--- src/rtl/seq_gen_pkg.sv ---
// rtl/seq_gen_pkg.sv - shared types and constants for the serial pattern generator
// Contents: state_t encoding (IDLE, SHIFT, GAP, DONE), DEF_PAT_1010 default pattern,
// frame_len() helper giving bits per frame (pattern width, plus one parity bit when
// SEQ_GEN_PARITY_EN is defined).
package seq_gen_pkg;

    typedef logic [1:0] state_t;

    localparam state_t IDLE  = 2'd0;
    localparam state_t SHIFT = 2'd1;
    localparam state_t GAP   = 2'd2;
    localparam state_t DONE  = 2'd3;

    localparam logic [3:0] DEF_PAT_1010 = 4'b1010;

`ifdef SEQ_GEN_PARITY_EN
    localparam int PARITY_BITS = 1;
`else
    localparam int PARITY_BITS = 0;
`endif

    function automatic int frame_len(input int pat_w);
        return pat_w + PARITY_BITS;
    endfunction

endpackage

--- src/rtl/seq_shreg.sv ---
// rtl/seq_shreg.sv - load/shift-left frame register with bit counter
// Ports:
//   clk, rst      clock, asynchronous active-low reset
//   load          load load_val and restart the bit counter (wins over shift)
//   shift         shift left by one with zero fill, advance the bit counter
//   load_val[W]   frame word, MSB transmitted first
//   msb           current MSB of the register (the serial bit)
//   last_bit      the bit on msb is the final bit of the frame
module seq_shreg #(
    parameter int W = 4
) (
    input  logic         clk,
    input  logic         rst,
    input  logic         load,
    input  logic         shift,
    input  logic [W-1:0] load_val,
    output logic         msb,
    output logic         last_bit
);

    localparam int CNT_W = (W > 2) ? $clog2(W) : 1;
    localparam logic [CNT_W-1:0] CNT_LAST = CNT_W'(W - 1);

    logic [W-1:0]     data;
    logic [CNT_W-1:0] cnt;

    // Shifting out the last bit zero-fills the whole register, so msb reads 0
    // during gaps, DONE and IDLE without any extra clearing logic.
    always_ff @(posedge clk or negedge rst) begin
        if (!rst) begin
            data <= '0;
            cnt  <= '0;
        end else if (load) begin
            data <= load_val;
            cnt  <= '0;
        end else if (shift) begin
            data <= {data[W-2:0], 1'b0};
            cnt  <= last_bit ? '0 : cnt + 1'b1;
        end
    end

    assign msb      = data[W-1];
    assign last_bit = (cnt == CNT_LAST);

endmodule

--- src/rtl/seq_1010_gen.sv ---
// rtl/seq_1010_gen.sv - serial pattern transmitter, (rep+1) frames MSB-first with zero gaps
// Optional macro: SEQ_GEN_PARITY_EN appends an even-parity bit to every frame.
// Ports:
//   clk, rst       clock, asynchronous active-low reset
//   start          request, accepted only while ready=1
//   use_def        1 = send DEF_PAT, 0 = send pat_in (sampled with start)
//   pat_in[PAT_W]  user pattern (sampled with start)
//   rep[REP_W]     number of frames minus one (sampled with start)
//   o              serial data bit
//   valid          o carries a frame bit
//   ready          idle, start accepted
//   busy           ~ready
//   done           one-cycle pulse after the last bit of the last frame
module seq_1010_gen
    import seq_gen_pkg::*;
#(
    parameter int               PAT_W   = 4,
    parameter int               REP_W   = 4,
    parameter int               GAP_CYC = 2,
    parameter logic [PAT_W-1:0] DEF_PAT = PAT_W'(DEF_PAT_1010)
) (
    input  logic             clk,
    input  logic             rst,
    input  logic             start,
    input  logic             use_def,
    input  logic [PAT_W-1:0] pat_in,
    input  logic [REP_W-1:0] rep,
    output logic             o,
    output logic             valid,
    output logic             ready,
    output logic             busy,
    output logic             done
);

    localparam int FRAME_W = frame_len(PAT_W);
    localparam int GAP_W   = (GAP_CYC > 2) ? $clog2(GAP_CYC) : 1;
    localparam logic [GAP_W-1:0] GAP_LAST = (GAP_CYC > 0) ? GAP_W'(GAP_CYC - 1) : '0;

    state_t             state, state_nxt;
    logic [FRAME_W-1:0] frame_q;
    logic [FRAME_W-1:0] word_in;
    logic [FRAME_W-1:0] load_val;
    logic [PAT_W-1:0]   pat_sel;
    logic [REP_W-1:0]   rep_cnt;
    logic [GAP_W-1:0]   gap_cnt;
    logic               sh_load, sh_shift, last_bit, frame_end;

    assign pat_sel = use_def ? DEF_PAT : pat_in;

`ifdef SEQ_GEN_PARITY_EN
    assign word_in = {pat_sel, ^pat_sel};
`else
    assign word_in = pat_sel;
`endif

    // First frame loads straight from the inputs; later frames reload the latched copy.
    assign load_val  = (state == IDLE) ? word_in : frame_q;
    assign frame_end = (state == SHIFT) && last_bit;

    always_comb begin
        state_nxt = state;
        sh_load   = 1'b0;
        sh_shift  = 1'b0;
        case (state)
            IDLE: begin
                if (start) begin
                    state_nxt = SHIFT;
                    sh_load   = 1'b1;
                end
            end
            SHIFT: begin
                if (!last_bit) begin
                    sh_shift = 1'b1;
                end else if (rep_cnt == '0) begin
                    state_nxt = DONE;
                    sh_shift  = 1'b1;
                end else if (GAP_CYC == 0) begin
                    sh_load = 1'b1;
                end else begin
                    state_nxt = GAP;
                    sh_shift  = 1'b1;
                end
            end
            GAP: begin
                if (gap_cnt == GAP_LAST) begin
                    state_nxt = SHIFT;
                    sh_load   = 1'b1;
                end
            end
            default: state_nxt = IDLE;
        endcase
    end

    always_ff @(posedge clk or negedge rst) begin
        if (!rst) begin
            state   <= IDLE;
            frame_q <= '0;
            rep_cnt <= '0;
            gap_cnt <= '0;
            valid   <= 1'b0;
            ready   <= 1'b1;
            busy    <= 1'b0;
            done    <= 1'b0;
        end else begin
            state <= state_nxt;
            if (state == IDLE && start) begin
                frame_q <= word_in;
                rep_cnt <= rep;
            end else if (frame_end && rep_cnt != '0) begin
                rep_cnt <= rep_cnt - 1'b1;
            end
            gap_cnt <= (state == GAP) ? gap_cnt + 1'b1 : '0;
            // Status outputs come from the next state so they line up with the
            // registered serial bit in the same cycle.
            valid <= (state_nxt == SHIFT);
            ready <= (state_nxt == IDLE);
            busy  <= (state_nxt != IDLE);
            done  <= (state_nxt == DONE);
        end
    end

    seq_shreg #(
        .W (FRAME_W)
    ) u_shreg (
        .clk      (clk),
        .rst      (rst),
        .load     (sh_load),
        .shift    (sh_shift),
        .load_val (load_val),
        .msb      (o),
        .last_bit (last_bit)
    );

endmodule
--- config.mk ---
export PLATFORM = sky130hd
export DESIGN_NAME = seq_1010_gen
export DESIGN_NICKNAME = d
export VERILOG_FILES = /design/src/rtl/seq_gen_pkg.sv /design/src/rtl/seq_shreg.sv /design/src/rtl/seq_1010_gen.sv
export SDC_FILE = /design/constraint.sdc
export NUM_CORES = 1
export LEC_CHECK = 0
export CAP_MARGIN = 5
export CELL_PAD_IN_SITES_DETAIL_PLACEMENT = 1
export CELL_PAD_IN_SITES_GLOBAL_PLACEMENT = 2
export CORE_ASPECT_RATIO = 1.75
export CORE_MARGIN = 5
export CORE_UTILIZATION = 34
export CTS_CLUSTER_SIZE = 20
export DETAILED_ROUTE_END_ITERATION = 10
export PLACE_DENSITY_LB_ADDON = 0.1
export SLEW_MARGIN = 20
export SYNTH_ARGS = -nofsm -noshare
export SYNTH_HDL_FRONTEND = slang
export SYNTH_HIERARCHICAL = 1
export SYNTH_SLANG_ARGS = --single-unit
--- constraint.sdc ---
create_clock -name clk -period 3.75 [get_ports clk]
set_clock_uncertainty 0.05 [all_clocks]
set_input_delay 0.375 -clock clk [delete_from_list [all_inputs] [get_ports clk]]
set_output_delay 0.375 -clock clk [all_outputs]
set_load 0.1 [all_outputs]
==> results.py <==
metrics = {
    "pwr": {
        "powerDensity_mw_per_mm2": 836,
        "leakage_uw": 0.000544,
        "ir_worst_vdd_mv": 0.416,
    },
    "finish": {
        "register_area_sq_um": 527,
        "drive_above_1_share": 0.0833,
        "multi_input_area_sq_um": 452,
        "nNetsFinal": 136,
        "fin_cells": 148,
        "fill_cells": 349,
        "diodes": 0,
        "area_delta_synth_final_pct": 18.1,
    },
    "placed_design": {
        "dp_hpwl_microns": 1630,
        "dp_slack_ns": 1.71,
        "io_buffers": 16,
        "place_congestion": 0.683,
        "placed_cells": 144,
    },
    "timing": {
        "setup_viol": 0,
        "worstMarginPinSlew_ns": 0.969,
        "worst_hold_slack_ns": 0.0122,
        "timing.slew.headroom": 0.352,
        "max_freq_mhz": 431,
        "min_period_over_period": 0.619,
        "fin_setup_tns_ns": 0,
        "period_needed_ns": 2.32,
        "worst_slack_ns": 1.43,
        "final_hold_viol_count": 0,
        "slew_violations": 0,
        "rsz0062_at_grt": "no",
    },
    "floorplanning": {
        "die_h_microns": 83.3,
        "pin_count": 17,
        "fp-row-count": 26,
        "die_x_microns": 51.9,
        "start_util": 0.356,
        "core_sq_mm": 0.00293,
        "dieArea_sq_mm": 0.00432,
    },
    "clocking": {
        "post_cts_buffers": 0,
        "cts_resized": 0,
        "cts_tree": "yes",
        "clk_pin_slew_ns": 0.08,
        "cts_sinks": 21,
        "clock-root-buffer": "clkbuf_8",
        "htree_levels": 1,
        "ctsHoldBuffers": 0,
        "cts.path.max_buffers": 2,
        "cts-buffers-inserted": 3,
        "clk_latency_ns": 0.25,
    },
    "synthesis": {
        "ys.warnings.count": 6,
        "syn_area_per_cell_sq_um": 9.84,
        "synth_top_area_share": 0.480,
        "yosys-top-cells-area": "dfrtp_1, o21ai_0, mux2i_1",
        "synth_compound_area_frac": 0.125,
        "yosysTopAreaCell": "dfrtp_1",
        "synth-xor-area-share": 0,
        "yosysSeqAreaShare": 0.505,
        "synth_mux_area_frac": 0.0480,
        "synth_top_family_by_area": "simple AND/OR/NAND/NOR gates",
        "synth-simple-area-share": 0.224,
        "syn_area_sq_mm": 0.00104,
        "ys_ff_latch": 21,
        "synth_edf_count": 0,
        "synth_fa_ha_area_frac": 0.0360,
        "post_synth_num_cell_types": 25,
        "netlist_instances": 106,
        "synth-main-ff-cell": "dfrtp_1",
        "synthArstFlopShare": 1.00,
        "syn-num-nets": 121,
    },
    "global_routing": {
        "antenna_found_initial": 0,
        "grt_overflow_total": 0,
        "grt_use_total": 0.109,
        "grt_max_degree": 22,
        "grt_pass1_wl_microns": 3740,
        "grt_pass1_vias": 868,
    },
    "worst_setup_path": {
        "startpoint_type": "flop",
        "cp_slowest_cell": "clkdlybuf4s50_1",
        "critPathMaxStageDelay_ns": 1.12,
        "cp_data_required_time_ns": 3.32,
        "cp_top_family": "buffers and inverters",
        "critPathKind": "reg2out",
        "cp.arrival_ns": 1.90,
        "end_kind": "primary output",
        "worst-path-buf-inv": 1,
        "path_max_fanout": 1,
        "worstPathCellList": "clkdlybuf4s50_1",
    },
    "job": {
        "maxCapViolCount": 0,
    },
    "detailed_routing": {
        "wire_per_inst_microns": 13.9,
        "antenna_left": 0,
        "drc": 0,
        "drtPass1Iterations": 2,
        "vias": 767,
        "via_per_inst": 5.18,
        "drt-total-wl_microns": 2050,
        "detail_route.iter0.violations": 3,
    },
    "worst_hold_path": {
        "hp-class": "in2async",
    },
    "status": {
        "status": "finished clean",
    },
}
[power breakdown]
part	switching (uW)	leakage [uW]	total, uW	internal (uW)
Sequential	69.8	0.000256	394	325
Combinational	317	0.000265	492	174
Clock	69.0	0.0000228	144	75.5
Total	456	0.000544	1030	575
[sequential cells by signal (all words and copies together), names as in the netlist]
name / cells
busy: 1
valid: 1
gap_cnt: 1
state: 2
rep_cnt: 4
done: 1
u_shreg/cnt: 2
frame_q: 4
ready: 1
u_shreg/data: 4
[kinds of logic (layout without fill, tap and decap cells)]
logic type	Yosys count	in the layout
adders and majority gates	3	3
DFF	21	21
and+or+nand+nor	42	42
muxes	5	5
AOI/OAI and AO/OA	24	24
buffers and inverters	11	25
[final timing paths]
| check | start | to | slack, ns | cells after the start |
|---|---|---|---|---|
| setup / recovery | ready | ready | 1.43 | 1 |
| setup reg to reg | u_shreg/cnt[0] | rep_cnt[3] | 2.13 | 4 |
| hold / removal | rst | busy | 0.01 | 1 |
| hold reg to reg | gap_cnt | gap_cnt | 0.39 | 1 |
| max in group asynchronous | rst | ready | 3.30 | 1 |
| min in group clk | gap_cnt | gap_cnt | 0.39 | 1 |
[synth_stat cells, types with 3 or more instances]
master    number
inv_1          5
o21ai_0       16
buf_6          3
ha_1           3
nand2_1       13
or3_1          3
mux2i_1        5
nor2_1         9
nand2b_1       6
dfrtp_1       20
a31oi_1        4
[per-stage QoR]
stage	total power, uW	util	area [sq um]
finish	1030	0.421	1230
global route	1120	0.421	1230
CTS	1050	0.423	1240
detailed placement	902	0.407	1190
global placement	882	0.407	1190
floorplan	812	-	1040
[area by class of cell]
type,instances,area share
multi-input cells,74,0.366
repair buffers,16,0.126
clock buffers,4,0.0365
inverters,5,0.0152
flip-flops and latches,21,0.427
well taps,28,0.0284
[worst register-to-register path, delay by kind of cell, from the launching register on]
family | cells | cell delay, ns
simple gates | 2 | 0.65
flops | 1 | 0.38
fa+ha+maj | 1 | 0.28
compound gates | 1 | 0.18
[placed cells by master (no fill, tap or decap), drive strengths merged]
cell type and instances:
or3 3, or3b 3, o21ai 17, a31oi 4
a21oi 2, nor2b 1, nor2 9, dfstp 1
or4 2, mux2i 5, inv 5, nand2b 6
ha 3, dfrtp 20, clkdlybuf4s50 15, nor3b 2
or2 2, clkbuf 4, buf 1, nand3b 1
o22ai 1, nand2 13
[metal layers]
layer,up-vias,track usage,share of wire
li1,384,-,-
met1,374,0.124,0.41
met2,7,0.194,0.56
met3,2,0.0179,0.025
met4,0,0.0430,0.010
met5,-,0,0
(Power assumes the default switching activity.)
